`src/rtl/div_pkg.sv`:
```
// Shared types and defaults for the programmable clock divider.
// Holds the controller state encoding and the default sizing constants.
package div_pkg;

   typedef enum logic [1:0] {
      IDLE  = 2'd0,
      RUN   = 2'd1,
      DRAIN = 2'd2
   } state_t;

   localparam int          DIV_WIDTH   = 32;
   localparam int unsigned DIV_DEFAULT = 355500;

endpackage

```
`src/rtl/div_counter.sv`:
```
// Half-period counter with registered divided clock output.
// wrap marks the cycle whose rising edge resets the count and toggles clk_out.
module div_counter
   import div_pkg::*;
#(
   parameter int WIDTH = DIV_WIDTH
) (
   input  logic             clk,
   input  logic             rst,
   input  logic             en,
   input  logic [WIDTH-1:0] div,
   output logic             wrap,
   output logic             clk_out
);

   logic [WIDTH-1:0] cnt;

   assign wrap = en && (cnt == div - WIDTH'(1));

   // Dropping en parks the divider low with a cleared count.
   always_ff @(posedge clk) begin
      if (rst || !en) begin
         cnt     <= '0;
         clk_out <= 1'b0;
      end else if (wrap) begin
         cnt     <= '0;
         clk_out <= ~clk_out;
      end else begin
         cnt     <= cnt + WIDTH'(1);
      end
   end

endmodule

```
`src/rtl/clk_div_ctrl.sv`:
```
// Run/stop controller and divisor configuration for div_counter.
// Divisor changes only ever take effect on a half-period boundary.
module clk_div_ctrl
   import div_pkg::*;
#(
   parameter int          WIDTH       = DIV_WIDTH,
   parameter int unsigned DEFAULT_DIV = DIV_DEFAULT
) (
   input  logic             clk,
   input  logic             rst,
   input  logic             start,
   input  logic             stop,
   input  logic             cfg_valid,
   input  logic [WIDTH-1:0] cfg_div,
   output logic             cfg_ready,
   output logic             cfg_err,
   output logic             clk_out,
   output logic             tick,
   output logic             busy,
   output logic [WIDTH-1:0] cur_div
);

   if (DEFAULT_DIV == 0) begin : g_bad_default
      $fatal(1, "clk_div_ctrl: DEFAULT_DIV must be nonzero");
   end

   state_t           state;
   state_t           state_nxt;
   logic             en;
   logic             wrap;
   logic             run_req;
   logic             pend_v;
   logic [WIDTH-1:0] pend;
   logic             xfer;
   logic             xfer_ok;
   logic             xfer_bad;
   logic             direct;
   logic             apply;

   assign run_req   = start && !stop;
   assign cfg_ready = !pend_v;
   assign busy      = (state != IDLE);

   assign xfer     = cfg_valid && cfg_ready;
   assign xfer_bad = xfer && (cfg_div == '0);
   assign xfer_ok  = xfer && (cfg_div != '0);

   // When the divider is (or is about to be) idle there is nothing to
   // protect, so an accepted divisor goes straight into cur_div.
   assign direct = (state == IDLE) || (state_nxt == IDLE);
   assign apply  = pend_v && (wrap || state_nxt == IDLE);

   div_counter #(
      .WIDTH   (WIDTH)
   ) u_cnt (
      .clk     (clk),
      .rst     (rst),
      .en      (en),
      .div     (cur_div),
      .wrap    (wrap),
      .clk_out (clk_out)
   );

   always_ff @(posedge clk) begin
      if (rst) begin
         state <= IDLE;
      end else begin
         state <= state_nxt;
      end
   end

   // A stop while high waits for the falling toggle, unless this
   // very cycle is that toggle.
   always_comb begin
      state_nxt = state;
      en        = 1'b0;
      unique case (state)
         IDLE: begin
            if (run_req) begin
               state_nxt = RUN;
            end
         end
         RUN: begin
            en = !(stop && !clk_out);
            if (stop) begin
               state_nxt = (clk_out && !wrap) ? DRAIN : IDLE;
            end
         end
         DRAIN: begin
            en = 1'b1;
            if (run_req) begin
               state_nxt = RUN;
            end else if (wrap) begin
               state_nxt = IDLE;
            end
         end
         default: begin
            state_nxt = IDLE;
         end
      endcase
   end

   always_ff @(posedge clk) begin
      if (rst) begin
         tick    <= 1'b0;
         cfg_err <= 1'b0;
         cur_div <= WIDTH'(DEFAULT_DIV);
         pend    <= '0;
         pend_v  <= 1'b0;
      end else begin
         tick    <= wrap;
         cfg_err <= xfer_bad;
         if (xfer_ok && direct) begin
            cur_div <= cfg_div;
         end else if (xfer_ok) begin
            pend    <= cfg_div;
            pend_v  <= 1'b1;
         end else if (apply) begin
            cur_div <= pend;
            pend_v  <= 1'b0;
         end
      end
   end

endmodule

```
`config.mk`:
```
export PLATFORM = sky130hd
export DESIGN_NAME = clk_div_ctrl
export DESIGN_NICKNAME = d
export VERILOG_FILES = /design/src/rtl/div_pkg.sv /design/src/rtl/div_counter.sv /design/src/rtl/clk_div_ctrl.sv
export SDC_FILE = /design/constraint.sdc
export NUM_CORES = 1
export LEC_CHECK = 0
export CAP_MARGIN = 20
export CORE_MARGIN = 2
export CORE_UTILIZATION = 51
export CTS_CLUSTER_SIZE = 12
export DETAILED_ROUTE_END_ITERATION = 8
export PLACE_DENSITY_LB_ADDON = 0.2
export SYNTH_ARGS = -nofsm -noshare
export SYNTH_HDL_FRONTEND = slang
export SYNTH_SLANG_ARGS = --single-unit
```
`constraint.sdc`:
```
create_clock -name clk -period 3.5 [get_ports clk]
set_input_delay 0.7 -clock clk [delete_from_list [all_inputs] [get_ports clk]]
set_output_delay 0.7 -clock clk [all_outputs]
set_load 0.05 [all_outputs]
```
Word-level counts from Yosys, hierarchy flattened
Cells that the tools add are included.
{ "totals": {"input_bits": 37, "ff_bits": 102, "wordCells": 57} }
{ "op_classes": {"addsub": 2, "n_reduce_logical": 29, "n_bitwise": 2, "eq_ne": 4, "muxes": 12} }
{ "ops": {"columns": ["cell", "n"], "rows": [
  ["$mux W32", 3],
  ["$add A32 B1 Y32 const B", 1],
  ["$eq A32 B32 Y1", 1],
  ["$logic_not A32 Y1", 1],
  ["$reduce_bool A32 Y1", 1],
  ["$sub A32 B1 Y32 const B", 1],
  ["$mux W2", 5],
  ["$logic_and A1 B1 Y1", 9],
  ["$logic_not A1 Y1", 6],
  ["$pmux W2 S3", 1],
  ["$reduce_and A2 Y1", 3],
  ["$reduce_bool A2 Y1", 3],
  ["$logic_not A2 Y1", 2],
  ["$logic_or A1 B1 Y1", 3],
  ["$eq A2 B1 Y1 const B", 1],
  ["$eq A2 B2 Y1 const B", 1],
  ["$mux W1", 2],
  ["$ne A2 B1 Y1 const B", 1],
  ["$not A1 Y1", 2],
  ["$pmux W1 S2", 1],
  ["$reduce_or A2 Y1", 1]
]} }

Logic depth before layout (Yosys ltp)
{ "depth": {"word_depth": 16, "ltp_mapped": 14} }

Cells and area by module
Synthesis repeated with hierarchy kept, for this count alone.
{ "hier_totals": {"hier_cells": 689, "area_unflattened_um2": 5809.3} }
{ "by_module_without_submodules": {"columns": ["mod", "instances", "cells_per_inst", "area_per_inst_um2"], "rows": [
  ["clk_div_ctrl", 1, 341, 3091.7],
  ["div_counter", 1, 348, 2717.6]
]} }

Worst setup path after synthesis
OpenSTA, ideal clock, no wires.
{ "synth_path": {"kind": "register to register", "start": "register cur_div[19]", "end": "register cur_div[10]", "path_stages_with_launch": 12, "arrival_time_ps": 3419, "setup_slack_ps": -40, "cell_sequence": "dfxtp_1 or4_1 or3_4 or4_1 a21o_1 a211oi_4 nand4_4 a211o_1 buf_6 buf_2 nor3_1 a21oi_1"} }
{ "synth_via": {"elab_chain_cells": 13} }
{ "synth_lines": {"columns": ["element", "line_no", "text"], "rows": [
  ["start, declared", "clk_div_ctrl.sv:20", "output logic [WIDTH-1:0] cur_div"],
  ["start signal, assigned", "clk_div_ctrl.sv:107", "cur_div <= WIDTH'(DEFAULT_DIV);"],
  ["start signal, assigned", "clk_div_ctrl.sv:114", "cur_div <= cfg_div;"],
  ["start signal, assigned", "clk_div_ctrl.sv:119", "cur_div <= pend;"],
  ["$sub A32 B1 Y32 (*)", "div_counter.sv:18", "assign wrap = en && (cnt == div - WIDTH'(1));"],
  ["$eq A32 B32 Y1 (*)", "div_counter.sv:18", null],
  ["$logic_and A1 B1 Y1 (*)", "div_counter.sv:18", null],
  ["$logic_not A1 Y1", "clk_div_ctrl.sv:86", "state_nxt = (clk_out && !wrap) ? DRAIN : IDLE;"],
  ["$logic_and A1 B1 Y1", "clk_div_ctrl.sv:86", null],
  ["$mux W2", "clk_div_ctrl.sv:86", null],
  ["$mux W2", "clk_div_ctrl.sv:85", "if (stop) begin"],
  ["$pmux W2 S3", "clk_div_ctrl.sv:77", "unique case (state)"],
  ["$logic_not A2 Y1", "clk_div_ctrl.sv:50, clk_div_ctrl.sv:51", null],
  ["$logic_or A1 B1 Y1 (on tied branches)", "clk_div_ctrl.sv:50, clk_div_ctrl.sv:51", null],
  ["$logic_and A1 B1 Y1 (on tied branches)", "clk_div_ctrl.sv:113, clk_div_ctrl.sv:51", null],
  ["$ne A2 B1 Y1 (no source line) or $reduce_bool A2 Y1 (tied branches)", null, null],
  ["$reduce_and A2 Y1 (no source line)", null, null]
]} }
Every way passes the cells marked *; elsewhere a longest branch is shown, timed or not.
A chain may end at the register's enable or synchronous reset.

Worst setup path in the final report
{ "layout_path": {"start": "register cur_div[19]", "end": "register cur_div[7]"} }
Same word-level chain as after synthesis.

==> metrics.cfg <==
[clock_network]
cts_hold_buf = 0
cts_buffers = 9
clk_latency_ns = 0.36
cts_root_buffer = clkbuf_16
clkSinkCount = 102
cts.clk_slew.worst_paths_ns = 0.08
h-tree-depth = 3
clock_path_buffers = 2
cts_tree = yes

[power_and_ir_drop]
p_per_area_nw_per_um2 = 409.6
max-vdd-ir-drop_v = 0.0003786
leakage_nw = 3.047

[placed_design]
io_buffers = 73
dp_hpwl_um = 11750
gp_congestion = 0.8690
place_ws_ns = -0.09115
placedInstanceArea_um2 = 7012

[cells_and_area]
fillers = 939
fin_area_um2 = 7446
final_core_util = 0.6577
syn_to_final_growth_pct = 27.40
finalNetCount = 790
antenna_cells = 0
drive_gt1_frac = 0.1689

[critical_path]
r2r_end = cur_div[7]
path_class = reg -> reg
r2r-start = cur_div[19]
cp-end-kind = flip-flop
arrival_ns = 3.63
critPathMaxStageDelay_ns = 0.53
crit_path_start = cur_div[19]
required_ns = 3.73
endpoint = cur_div[7]
path_common_cell = or4_1
slowest_stage = or4_1
start_kind = flip-flop
regToRegSetupSlack_ns = 0.10
cp_max_fo = 25
reg2regPathDepth = 10
path_cells = or4_1, or3_4, or4_1, a21o_1, a211oi_4, nand4_4, a211o_4, buf_12, nor3_1, a21oi_1

[hold_path]
hold_path_class = reg -> reg

[route]
routed_via_density = 5.869
ant_nets = 0
drt_iter0_markers = 259
vias = 5253
drc = 0
post_drt_wl_per_cell_um = 17.80
drt-pass1-iter-count = 5
wl_um = 15930

[logic_synthesis]
ys_top_cells_by_count = nor2_1 (117), dfxtp_1 (102), mux2i_1 (64)
synth_area_um2 = 5844
synthFlopType = dfxtp_1
netlist_instances = 648
synth_cell_type_count = 69
ys_warn_count = 0
synth_nets = 691
yosysMostFrequentCell = nor2_1
synth_edf_count = 0
async_flop_share = 0
seq_area_frac_synth = 0.3494
yosys.area.top_type_share = 0.3494
synth_top_area_cell = dfxtp_1
netlist_top_cells_area = dfxtp_1 (35%), mux2i_1 (11%), nor2_1 (7.5%)
ys_ff_latch = 102
syn_avg_cell_area_um2 = 9.019

[global_routing]
grt_max_degree = 33
antenna_found_initial = 0
grt_pass1_vias = 5144
overflow = 0
grt_pass1_wl_um = 25660
grt_util_all_layers = 0.2578

[floorplan]
core_um2 = 11320
dieArea_um2 = 12330
die_w_um = 111.1
row_count = 39
start_util = 0.5162
ioPinCount = 74
fp.dieH_um = 111.1

[sta]
fin_skew_ns = 0.01023
max_freq_mhz = 294.3
maxSlewHeadroom = 0.5340
final.min_clock_period_ns = 3.397
setup_ws_ns = 0.1026
period_share = 0.9707
hold_violations = 0
tightestPinTransition_ns = 0.6990
fin_hold_ws_ns = 0.4987
setup_viol = 0
slew_violations = 0

[run]
maxCapViolCount = 0

[status]
status = finished, final reports clean

[cells by family (layout without fill, tap and decap cells)]
logic type	Yosys count	in the layout	synth area share
AND/OR/NAND/NOR	274	274	0.2501
flip-flops	102	102	0.3494
AO/OA/AOI/OAI	85	85	0.1259
XOR/XNOR	74	74	0.1158
multiplexers	64	64	0.1096
buffers and inverters	43	147	0.03639
adder cells (fa/ha/maj)	6	6	0.01284
[worst min path at each step]
stage,startpoint,depth (start not counted),end
final,pend[0],2,pend[0]
after global routing,pend[20],2,pend[20]
after CTS,pend[31],2,pend[31]
after detailed placement,pend[3],2,pend[3]
after global placement,pend[22],2,pend[22]
after floorplan,pend[0],2,pend[0]
[metal layers]
metal  vias to the layer above  GRT usage  wire length, um
li1                       2525          -                -
met1                      2523     0.3385             6990
met2                       168     0.4200             7707
met3                        37    0.05577              800
met4                         0    0.09300              430
met5                         -          0                0
[repair_timing]
action / in CTS / in global routing
endpoints found under the setup margin: 18 / 64
resized for setup: 2 / 23
setup buffers: 1 / 1
pin swaps: 2 / 8
[state kept, by name (all words and copies together), names as in the netlist]
name / count
u_cnt.clk_out: 1
state: 2
cfg_err: 1
u_cnt.cnt: 32
tick: 1
pend: 32
pend_v: 1
cur_div: 32
[power breakdown]
part	internal (W)	switching [W]
registers	0.00121	0.0000605
clock network	0.000572	0.000490
logic	0.000307	0.000411
[per-stage QoR]
stage | cells | power, W | setup TNS (ns)
2_1_floorplan | 648 | 0.001720 | 0
3_3_place_gp | 877 | 0.001974 | 0
3_5_place_dp | 877 | 0.001988 | -1.007
4_1_cts | 894 | 0.003048 | 0
5_1_grt | 895 | 0.003166 | -0.003519
6_report | 895 | 0.003050 | 0
[critical path: cells and delay by family (launching register included)]
family	cells	cell delay, ns
and+or+nand+nor	5	1.77
AOI/OAI and AO/OA	4	1.00
DFF	1	0.32
buffers and inverters	1	0.18
[cell type report]
type / instances / area (um^2) / share of cell area
tap: 143 / 178.9 / 0.02403
sequential: 102 / 2051 / 0.2754
timing repair buffer: 120 / 1154 / 0.1549
clock buffer: 9 / 225.2 / 0.03025
clock inverter: 7 / 88.84 / 0.01193
inverter: 11 / 41.29 / 0.005545
multi-input combinational: 503 / 3707 / 0.4979
[cells in the final DEF, fill, tap and decap left out, types with 4 or more instances in the layout]
master	netlist	layout
a211oi_2	22	22
a21oi_1	15	15
a22oi_1	5	5
and3_1	11	11
and4_1	4	4
buf_12	0	6
buf_4	3	41
clkbuf_16	0	9
clkdlybuf4s50_1	0	72
dfxtp_1	102	95
dfxtp_2	0	7
ha_1	6	5
inv_1	11	11
mux2i_1	64	64
nand2_1	18	18
nand2b_1	8	8
nand3_1	15	15
nand4_1	12	12
nor2_1	117	117
nor2b_1	5	5
nor3_1	18	16
nor3_2	2	4
nor3b_1	6	4
nor4_1	20	17
o21ai_0	9	9
or4_1	11	6
or4_4	0	5
xnor2_1	38	37
xor2_1	34	34
(Power assumes the default switching activity.)
